[src/rtl/uart_cmd_decoder_if.sv]
// Host-side bus of the UART command decoder: byte stream in/out, register
// strobes toward the design under control, and memory port A.
interface uart_cmd_decoder_if;
  logic [7:0]  rx_data;
  logic        rx_valid;
  logic [7:0]  tx_data;
  logic        tx_valid;
  logic        tx_ready;
  logic [31:0] in_data;
  logic        in_valid_pulse;
  logic [31:0] select;
  logic        select_valid_pulse;
  logic [31:0] result;
  logic [8:0]  remote_mem_addr;
  logic [31:0] remote_mem_wdata;
  logic        remote_mem_wr;
  logic [31:0] remote_mem_rdata;
  logic        busy;
  logic [7:0]  err_cnt;

  // Decoder side
  modport master (
    input  rx_data, rx_valid, tx_ready, result, remote_mem_rdata,
    output tx_data, tx_valid, in_data, in_valid_pulse, select, select_valid_pulse,
           remote_mem_addr, remote_mem_wdata, remote_mem_wr, busy, err_cnt
  );

  // Environment side (UART, register file, memory)
  modport slave (
    output rx_data, rx_valid, tx_ready, result, remote_mem_rdata,
    input  tx_data, tx_valid, in_data, in_valid_pulse, select, select_valid_pulse,
           remote_mem_addr, remote_mem_wdata, remote_mem_wr, busy, err_cnt
  );
endinterface

[src/rtl/uart_cmd_decoder.sv]
// Decodes CMD/ADDR/DATA byte frames from a UART into register writes,
// register reads, and memory reads/writes; read data returns MSB first.
module uart_cmd_decoder #(
  parameter int unsigned TIMEOUT_CYCLES = 100000
) (
  input  logic                clk,
  input  logic                rst_n,
  uart_cmd_decoder_if.master  bus
);

  localparam int unsigned TW = $clog2(TIMEOUT_CYCLES + 2);
  localparam logic [7:0] CMD_WR_REG = 8'h57;
  localparam logic [7:0] CMD_RD_REG = 8'h52;
  localparam logic [7:0] CMD_WR_MEM = 8'h4D;
  localparam logic [7:0] CMD_RD_MEM = 8'h6D;

  typedef enum logic [2:0] {
    S_IDLE, S_ADDR, S_DATA, S_EXEC, S_MEM_WAIT, S_RESP
  } state_t;

  state_t        state, state_next;
  logic [7:0]    cmd;
  logic [15:0]   addr;
  logic [31:0]   data;
  logic [31:0]   resp;
  logic [1:0]    cnt;
  logic [TW-1:0] timer;

  logic        err_c;
  logic        cmd_known_c;
  logic        is_write_c;
  logic        timer_exp_c;
  logic        tx_fire_c;
  logic [31:0] data_shift_c;
  logic [31:0] rd_word_c;

  assign cmd_known_c  = (bus.rx_data == CMD_WR_REG) || (bus.rx_data == CMD_RD_REG) ||
                        (bus.rx_data == CMD_WR_MEM) || (bus.rx_data == CMD_RD_MEM);
  assign is_write_c   = (cmd == CMD_WR_REG) || (cmd == CMD_WR_MEM);
  assign timer_exp_c  = (timer == TW'(TIMEOUT_CYCLES));
  assign tx_fire_c    = bus.tx_valid && bus.tx_ready;
  assign data_shift_c = {data[23:0], bus.rx_data};
  assign rd_word_c    = (addr == 16'd0) ? bus.result : 32'h0;

  // State register
  always_ff @(posedge clk or negedge rst_n) begin
    if (!rst_n) state <= S_IDLE;
    else        state <= state_next;
  end

  // Next state and protocol-error detection
  always_comb begin
    state_next = state;
    err_c      = 1'b0;
    case (state)
      S_IDLE: begin
        if (bus.rx_valid) begin
          if (cmd_known_c) state_next = S_ADDR;
          else             err_c      = 1'b1;
        end
      end
      S_ADDR: begin
        if (bus.rx_valid) begin
          if (cnt == 2'd1) state_next = is_write_c ? S_DATA : S_EXEC;
        end else if (timer_exp_c) begin
          state_next = S_IDLE;
          err_c      = 1'b1;
        end
      end
      S_DATA: begin
        if (bus.rx_valid) begin
          if (cnt == 2'd3) state_next = S_EXEC;
        end else if (timer_exp_c) begin
          state_next = S_IDLE;
          err_c      = 1'b1;
        end
      end
      S_EXEC: begin
        err_c = bus.rx_valid;
        if (is_write_c) begin
          state_next = S_IDLE;
          if ((cmd == CMD_WR_REG) && (addr > 16'd1)) err_c = 1'b1;
        end else if (cmd == CMD_RD_MEM) begin
          state_next = S_MEM_WAIT;
        end else begin
          state_next = S_RESP;
        end
      end
      S_MEM_WAIT: begin
        err_c      = bus.rx_valid;
        state_next = S_RESP;
      end
      S_RESP: begin
        err_c = bus.rx_valid;
        if (tx_fire_c && (cnt == 2'd3)) state_next = S_IDLE;
      end
      default: state_next = S_IDLE;
    endcase
  end

  // Frame capture, strobes, response shifter and error counter
  always_ff @(posedge clk or negedge rst_n) begin
    if (!rst_n) begin
      cmd                    <= '0;
      addr                   <= '0;
      data                   <= '0;
      resp                   <= '0;
      cnt                    <= '0;
      timer                  <= '0;
      bus.tx_data            <= '0;
      bus.tx_valid           <= 1'b0;
      bus.in_data            <= '0;
      bus.in_valid_pulse     <= 1'b0;
      bus.select             <= '0;
      bus.select_valid_pulse <= 1'b0;
      bus.remote_mem_addr    <= '0;
      bus.remote_mem_wdata   <= '0;
      bus.remote_mem_wr      <= 1'b0;
      bus.busy               <= 1'b0;
      bus.err_cnt            <= '0;
    end else begin
      bus.in_valid_pulse     <= 1'b0;
      bus.select_valid_pulse <= 1'b0;
      bus.remote_mem_wr      <= 1'b0;
      bus.busy               <= (state_next != S_IDLE);
      if (err_c && (bus.err_cnt != 8'hFF)) bus.err_cnt <= bus.err_cnt + 8'd1;

      case (state)
        S_IDLE: begin
          if (bus.rx_valid && cmd_known_c) begin
            cmd   <= bus.rx_data;
            cnt   <= '0;
            timer <= '0;
          end
        end
        S_ADDR, S_DATA: begin
          if (bus.rx_valid) begin
            timer <= '0;
            cnt   <= cnt + 2'd1;
            if (state == S_ADDR) begin
              addr <= {addr[7:0], bus.rx_data};
              if (cnt == 2'd1) begin
                cnt <= '0;
                // Memory read address must be on the port during EXEC
                if (cmd == CMD_RD_MEM) bus.remote_mem_addr <= {addr[0], bus.rx_data};
              end
            end else begin
              data <= data_shift_c;
              if (cnt == 2'd3) begin
                if (cmd == CMD_WR_REG) begin
                  if (addr == 16'd0) begin
                    bus.in_data        <= data_shift_c;
                    bus.in_valid_pulse <= 1'b1;
                  end else if (addr == 16'd1) begin
                    bus.select             <= data_shift_c;
                    bus.select_valid_pulse <= 1'b1;
                  end
                end else begin
                  bus.remote_mem_addr  <= addr[8:0];
                  bus.remote_mem_wdata <= data_shift_c;
                  bus.remote_mem_wr    <= 1'b1;
                end
              end
            end
          end else if (!timer_exp_c) begin
            timer <= timer + TW'(1);
          end
        end
        S_EXEC: begin
          if (cmd == CMD_RD_REG) begin
            resp         <= rd_word_c;
            bus.tx_data  <= rd_word_c[31:24];
            bus.tx_valid <= 1'b1;
            cnt          <= '0;
          end
        end
        S_MEM_WAIT: begin
          resp         <= bus.remote_mem_rdata;
          bus.tx_data  <= bus.remote_mem_rdata[31:24];
          bus.tx_valid <= 1'b1;
          cnt          <= '0;
        end
        S_RESP: begin
          if (tx_fire_c) begin
            cnt         <= cnt + 2'd1;
            resp        <= {resp[23:0], 8'h00};
            bus.tx_data <= resp[23:16];
            if (cnt == 2'd3) bus.tx_valid <= 1'b0;
          end
        end
        default: ;
      endcase
    end
  end

endmodule
[src/flat_wrapper.sv]
// flat-port wrapper written by rule: the top's interface ports become plain ports
module uart_cmd_decoder_flat 
#(
  parameter int unsigned TIMEOUT_CYCLES = 100000
)
  (clk, rst_n, bus_rx_data, bus_rx_valid, bus_tx_ready, bus_result, bus_remote_mem_rdata, bus_tx_data, bus_tx_valid, bus_in_data, bus_in_valid_pulse, bus_select, bus_select_valid_pulse, bus_remote_mem_addr, bus_remote_mem_wdata, bus_remote_mem_wr, bus_busy, bus_err_cnt);
  uart_cmd_decoder_if bus_i ();
  input  logic clk;
  input  logic rst_n;
  input wire logic [$bits(bus_i.rx_data)-1:0] bus_rx_data;
  input wire logic [$bits(bus_i.rx_valid)-1:0] bus_rx_valid;
  input wire logic [$bits(bus_i.tx_ready)-1:0] bus_tx_ready;
  input wire logic [$bits(bus_i.result)-1:0] bus_result;
  input wire logic [$bits(bus_i.remote_mem_rdata)-1:0] bus_remote_mem_rdata;
  output wire logic [$bits(bus_i.tx_data)-1:0] bus_tx_data;
  output wire logic [$bits(bus_i.tx_valid)-1:0] bus_tx_valid;
  output wire logic [$bits(bus_i.in_data)-1:0] bus_in_data;
  output wire logic [$bits(bus_i.in_valid_pulse)-1:0] bus_in_valid_pulse;
  output wire logic [$bits(bus_i.select)-1:0] bus_select;
  output wire logic [$bits(bus_i.select_valid_pulse)-1:0] bus_select_valid_pulse;
  output wire logic [$bits(bus_i.remote_mem_addr)-1:0] bus_remote_mem_addr;
  output wire logic [$bits(bus_i.remote_mem_wdata)-1:0] bus_remote_mem_wdata;
  output wire logic [$bits(bus_i.remote_mem_wr)-1:0] bus_remote_mem_wr;
  output wire logic [$bits(bus_i.busy)-1:0] bus_busy;
  output wire logic [$bits(bus_i.err_cnt)-1:0] bus_err_cnt;
  assign bus_i.rx_data = bus_rx_data;
  assign bus_i.rx_valid = bus_rx_valid;
  assign bus_i.tx_ready = bus_tx_ready;
  assign bus_i.result = bus_result;
  assign bus_i.remote_mem_rdata = bus_remote_mem_rdata;
  assign bus_tx_data = bus_i.tx_data;
  assign bus_tx_valid = bus_i.tx_valid;
  assign bus_in_data = bus_i.in_data;
  assign bus_in_valid_pulse = bus_i.in_valid_pulse;
  assign bus_select = bus_i.select;
  assign bus_select_valid_pulse = bus_i.select_valid_pulse;
  assign bus_remote_mem_addr = bus_i.remote_mem_addr;
  assign bus_remote_mem_wdata = bus_i.remote_mem_wdata;
  assign bus_remote_mem_wr = bus_i.remote_mem_wr;
  assign bus_busy = bus_i.busy;
  assign bus_err_cnt = bus_i.err_cnt;
  uart_cmd_decoder #(.TIMEOUT_CYCLES(TIMEOUT_CYCLES)) u_core (.clk(clk), .rst_n(rst_n), .bus(bus_i));
endmodule
[config.mk]
export PLATFORM = sky130hd
export DESIGN_NAME = uart_cmd_decoder_flat
export DESIGN_NICKNAME = d
export VERILOG_FILES = /design/src/rtl/uart_cmd_decoder_if.sv /design/src/rtl/uart_cmd_decoder.sv /design/src/flat_wrapper.sv
export SDC_FILE = /design/constraint.sdc
export NUM_CORES = 1
export LEC_CHECK = 0
export BUFFER_PORTS_ARGS = -buffer_cell sky130_fd_sc_hd__buf_2
export CAP_MARGIN = 20
export CORE_UTILIZATION = 61
export CTS_BUF_LIST = sky130_fd_sc_hd__clkbuf_8
export DETAILED_ROUTE_END_ITERATION = 16
export MAX_ROUTING_LAYER = met4
export PLACE_DENSITY = 0.9
export SYNTH_ARGS = -nofsm -noshare
export SYNTH_HDL_FRONTEND = slang
export SYNTH_SLANG_ARGS = --single-unit
[constraint.sdc]
create_clock -name clk -period 5.9 [get_ports clk]
set_clock_uncertainty 0.15 [all_clocks]
set_input_delay 1.77 -clock clk [delete_from_list [all_inputs] [get_ports clk]]
set_output_delay 1.77 -clock clk [all_outputs]
set_load 0.1 [all_outputs]
# [Yosys cells after proc, flatten, opt, wreduce, memory -nomap -nowiden]
# Index checks and enable logic that the tools add are counted.
[totals] regBits=220 latch_bits=0 ramBits=0 mem_bits_ro=0 output_inout_bits=126 memories=0
[classes] addsub=3 multipliers=0 div_mod_pow=0 n_lt_le_gt_ge=1 eq_ne=27 shifts=0 muxes=64 n_bitwise=3 n_reduce_logical=29
[ops] operator="$pmux W24 S3" n=1
[ops] operator="$eq A8 B7 Y1 const B" n=8
[ops] operator="$mux W17" n=3
[ops] operator="$mux W24" n=2
[ops] operator="$mux W9" n=5
[ops] operator="$pmux W17 S2" n=1
[ops] operator="$mux W32" n=1
[ops] operator="$mux W1" n=29
[ops] operator="$mux W3" n=9
[ops] operator="$pmux W8 S3" n=1
[ops] operator="$pmux W3 S6" n=1
[ops] operator="$add A17 B1 Y17 const B" n=1
[ops] operator="$eq A17 B17 Y1 const B" n=1
[ops] operator="$eq A16 B1 Y1 const B" n=1
[ops] operator="$gt A16 B1 Y1 const B" n=1
[ops] operator="$logic_not A16 Y1" n=1
[ops] operator="$mux W8" n=2
[ops] operator="$ne A2 B1 Y1 const B" n=7
[ops] operator="$mux W2" n=6
[ops] operator="$reduce_and A3 Y1" n=4
[ops] operator="$reduce_and A6 Y1" n=2
[ops] operator="$pmux W2 S5" n=1
[ops] operator="$reduce_and A5 Y1" n=2
[ops] operator="$add A8 B1 Y8 const B" n=1
[ops] operator="other kinds (22)" n=36

# [Longest topological paths before layout]
[depth] ltp_word=8 depth_mapped=9

# [Worst setup path before layout]
# No wires, ideal clock.
[synth_path] kind="in2reg" startpoint="input bus_rx_data[0]" endpoint="register u_core.bus.err_cnt[1] (netlist bit)" arrival_time_ns=3.385 required_ns=5.624 slack_ns=2.240 cell_stages=6 path_buffers=1 path_cell_list="clkbuf_2 nor4bb_1 and3_1 or4_1 a41oi_4 mux2_2"
[synth_via] elab_chain_len=8 elab_cells_between_ends=11 cone_classes="4 x eq/ne; 3 x mux; 4 x reduce/logical"
[synth_lines] item="start, declared" line_no="flat_wrapper.sv:10" source="input wire logic [$bits(bus_i.rx_data)-1:0] bus_rx_data;"
[synth_lines] item="$eq A8 B7 Y1" line_no="uart_cmd_decoder.sv:37" source="assign cmd_known_c = (bus.rx_data == CMD_WR_REG) || (bus.rx_data == CMD_RD_REG) ||"
[synth_lines] item="$logic_or A1 B1 Y1 (2 in a row)" line_no="uart_cmd_decoder.sv:37"
[synth_lines] item="$logic_or A1 B1 Y1 *" line_no="uart_cmd_decoder.sv:38" source="(bus.rx_data == CMD_WR_MEM) || (bus.rx_data == CMD_RD_MEM);"
[synth_lines] item="$mux W1 *" line_no="uart_cmd_decoder.sv:58" source="if (cmd_known_c) state_next = S_ADDR;"
[synth_lines] item="$mux W1 *" line_no="uart_cmd_decoder.sv:57" source="if (bus.rx_valid) begin"
[synth_lines] item="$pmux W1 S4 *" line_no="uart_cmd_decoder.sv:55" source="case (state)"
[synth_lines] item="$logic_and A1 B1 Y1 *" line_no="uart_cmd_decoder.sv:126" source="if (err_c && (bus.err_cnt != 8'hFF)) bus.err_cnt <= bus.err_cnt + 8'd1;"
[synth_lines] item="end signal, assigned" line_no="uart_cmd_decoder.sv:126"
[synth_lines] item="end, declared" line_no="uart_cmd_decoder_if.sv:25" source="remote_mem_addr, remote_mem_wdata, remote_mem_wr, busy, err_cnt"
# Mark *: on every way between the ends. The rest lies on a longest branch, timed or not.
# A chain may end at the register's enable or synchronous reset.

# [Worst setup path in the final report]
[layout_path] startpoint="input bus_rx_valid" endpoint="register u_core.bus.remote_mem_wdata[19] (netlist bit)"
[layout_via] elab_chain_len=1
[layout_lines] item="start, declared" line_no="flat_wrapper.sv:11" source="input wire logic [$bits(bus_i.rx_valid)-1:0] bus_rx_valid;"
[layout_lines] item="$reduce_and A5 Y1 (no source line)"
[layout_lines] item="end signal, assigned" line_no="uart_cmd_decoder.sv:160" source="bus.remote_mem_wdata <= data_shift_c;"
[layout_lines] item="end, declared" line_no="uart_cmd_decoder_if.sv:25"
# Every way passes these cells.

==> results.tsv <==
metric	value	unit
# IOs	202	
max cap viols	0	
grt ovf	0	
final setup TNS	0	ns
flop2flop setup slack	2.61	ns
hpwl dp	15340	um
cts hold-fix bufs	0	
hold path depth	2	
# clock sinks	220	
CP Launch Type	primary input	
Mapped Nets	912	
Worst R2R End	u_core.bus.remote_mem_wdata[19]$_DFFE_PN0P_	
delay of the slowest critical-path stage	0.51	ns
Syn Area/Cell	11.51	um2
first drt pass iteration count	7	
Worst Reg-to-Reg Cells	9	
initial antenna violation count	0	
status	finished, final reports clean	
Initial Util	0.6258	
die area	16160	um2
first-pass GRT wire length	37560	um
Worst Setup End Kind	flip-flop	
fin crit period	3.769	ns
IO buf count	201	
Max Used Layer	met4	
metal2 WL	11310	um
wire per inst	18.31	um
Hold Fails Final Rpt	0	
clock buffer count from CTS	36	
CTS tree	built	
met3 wire len	1515	um
vias in the first global route	7443	
Hold WC Path Type	reg -> reg	
CP max FO	26	
# diodes	0	
synth unique cells	55	
worst r2r src	u_core.state[0]$_DFF_PN0_	
Max rail drop VDD	0.4170	mV
starting DRC count in detailed routing	534	
Hold Slack	0.3376	ns
routed wire length	23320	um
CP max-delay cell	nand3_1	
pwr dens	450.5	nW/um2
clk slew on worst S/H paths	0.06	ns
CTS resizes	0	
Met1 Routed Length	9746	um
Synth Cell Area	9549	um2
flop and latch count out of synthesis	220	
Ys Warns	0	
Worst-Margin Slew	0.8083	ns
DIE WIDTH	127.1	um
Root Driver	clkbuf_8	
GRT Total Usage	0.3074	
H-tree depth	2	
Leak Pwr	6.021	nW
GP Congestion	0.8723	
count of nets after finishing	1121	
Fmax	265.3	MHz
number of synthesized flops with an enable pin	0	
Die Height	127.1	um
share of layout cells above drive strength 1	0.3688	
Main synth FF type	dfrtp_1	
Core Area	15260	um2
Max Root-Sink Buffers	3	
fraction of registers with async set/reset	1.000	
Hold Crit Endpoint	u_core.bus.remote_mem_wdata[30]$_DFFE_PN0P_	
clock insertion delay at the later pin of the skew report	0.52	ns
area delta synth->final	20.35	%
via count	7300	
CP Class	in -> reg	
Post-CTS Setup Repair Bufs	0	
Post-Syn Instances	830	
# fillers	1014	
Row Count	45	
sequential fraction of the synthesis area	0.5765	
period utilization	0.6389	
final setup fails	0	
worst path required time	6.22	ns
data arrival time of the worst path	4.09	ns
Antenna Nets Post-Route	0	
CP cell instances	buf_2 > and3_1 > buf_4 > nand3_1 > buf_4 > inv_2 > nand2_1 > nand2_1	
RSZ-0062 raised after global routing	false	
worst slew margin relative to its limit	0.4611	
Slew Viols, Final	0	
drt via density	5.730	
largest net degree at the start of global routing	101	
number of remaining DRC errors	0	
min-delay src	u_core.bus.remote_mem_wdata[30]$_DFFE_PN0P_	
## power by group
group          total [W]  switching [W]  leakage, nW  internal [W]
logic            0.00177        0.00124         2.68      0.000528
clock network    0.00132       0.000589        0.411      0.000728
registers        0.00210       0.000282         2.93       0.00181
## per-stage QoR
stage	cell area, um2	setup slack [ns]	total power, W	utilization	instances
6_report	11490	2.131	0.005177	0.7532	1274
3_5_place_dp	10770	1.672	0.003870	0.7056	1211
2_1_floorplan	9549	2.240	0.003439	-	830
4_1_cts	11480	2.187	0.005199	0.7527	1273
5_1_grt	11490	1.983	0.005443	0.7532	1274
3_3_place_gp	10770	1.804	0.003804	0.7056	1211
## worst max-delay path by stage
stage                        start                                           to  slack [ns]  cells after the start
floorplan           bus_rx_data[0]            u_core.bus.err_cnt[1]$_DFFE_PN0P_        2.24                      6
global placement      bus_rx_valid            u_core.bus.err_cnt[1]$_DFFE_PN0P_        1.80                      6
detailed placement    bus_rx_valid  u_core.bus.remote_mem_wdata[30]$_DFFE_PN0P_        1.67                      8
CTS                   bus_rx_valid  u_core.bus.remote_mem_wdata[19]$_DFFE_PN0P_        2.19                      8
global route          bus_rx_valid  u_core.bus.remote_mem_wdata[19]$_DFFE_PN0P_        1.98                      8
finish                bus_rx_valid  u_core.bus.remote_mem_wdata[19]$_DFFE_PN0P_        2.13                      8
## cells by family (layout without fill, tap and decap cells)
kind of cell	count (synthesis)	after routing	share of synthesized area
AOI/OAI and AO/OA	124	124	0.07757
xor gates and xnor gates	16	16	0.01468
adders and majority gates	6	6	0.007861
buffers and inverters	50	283	0.02122
DFF	220	220	0.5765
muxes	150	150	0.1727
and+or+nand+nor	264	264	0.1295
## flip-flops by register name, indices dropped and copies added (netlist names)
name / count
u_core.bus.select: 32
u_core.bus.tx_valid: 1
u_core.bus.in_data: 32
u_core.resp: 24
u_core.bus.remote_mem_addr: 9
u_core.bus.select_valid_pulse: 1
u_core.timer: 17
u_core.state: 3
u_core.data: 24
u_core.bus.remote_mem_wr: 1
u_core.cmd: 8
u_core.bus.remote_mem_wdata: 32
u_core.bus.tx_data: 8
u_core.bus.busy: 1
u_core.bus.err_cnt: 8
u_core.cnt: 2
u_core.addr: 16
u_core.bus.in_valid_pulse: 1
## critical path, delay by kind of cell
family / cells / cell delay [ns]
and+or+nand+nor: 4 / 0.94
buffers and inverters: 4 / 1.36
## per-layer routing
| metal | GRT usage | vias up |
|---|---|---|
| li1 | - | 3319 |
| met1 | 0.3795 | 3628 |
| met2 | 0.4919 | 286 |
| met3 | 0.07412 | 67 |
| met4 | 0.1239 | 0 |
| met5 | - | - |
## synth_stat cells, types with 6 or more instances
master | n | area, um2
clkbuf_1 | 25 | 93.84
nand3_1 | 18 | 90.09
nand4_1 | 9 | 56.30
and2_1 | 9 | 56.30
mux2i_1 | 32 | 320.3
nand2b_1 | 6 | 37.54
a22oi_1 | 9 | 67.56
ha_1 | 6 | 75.07
mux2_2 | 118 | 1329
buf_2 | 11 | 55.05
xor2_1 | 9 | 78.83
a21oi_1 | 72 | 360.4
dfrtp_1 | 220 | 5505
and3_1 | 9 | 56.30
inv_1 | 6 | 22.52
xnor2_1 | 7 | 61.31
nor2_1 | 87 | 326.6
o21ai_0 | 22 | 110.1
nand2_1 | 95 | 356.6
## cell type report
type,count,area [um2],share of cell area
Clock buffer,45,619.3,0.05389
Clock inverter,17,98.84,0.008601
Inverter,8,30.03,0.002613
Multi-Input combinational cell,560,3857,0.3357
Sequential cell,220,5505,0.4790
Tap cell,211,264.0,0.02297
Timing Repair Buffer,213,1117,0.09722
## cell usage in the layout, fill, tap and decap left out, drive strengths merged, types with 3 or more instances in the layout
master and instances:
nand2b 6, nor3 5, a22oi 9, nand3 18
nor4 6, and2 9, dfrtp 220, xor2 9
nor2 87, nand4 10, nand2 95, and3 9
mux2 118, nor2b 5, buf 212, clkbuf 46
o21ai 22, ha 6, inv 20, a21oi 72
o31ai 3, mux2i 32, xnor2 7
No activity file was read; power rests on OpenSTA's default activity.
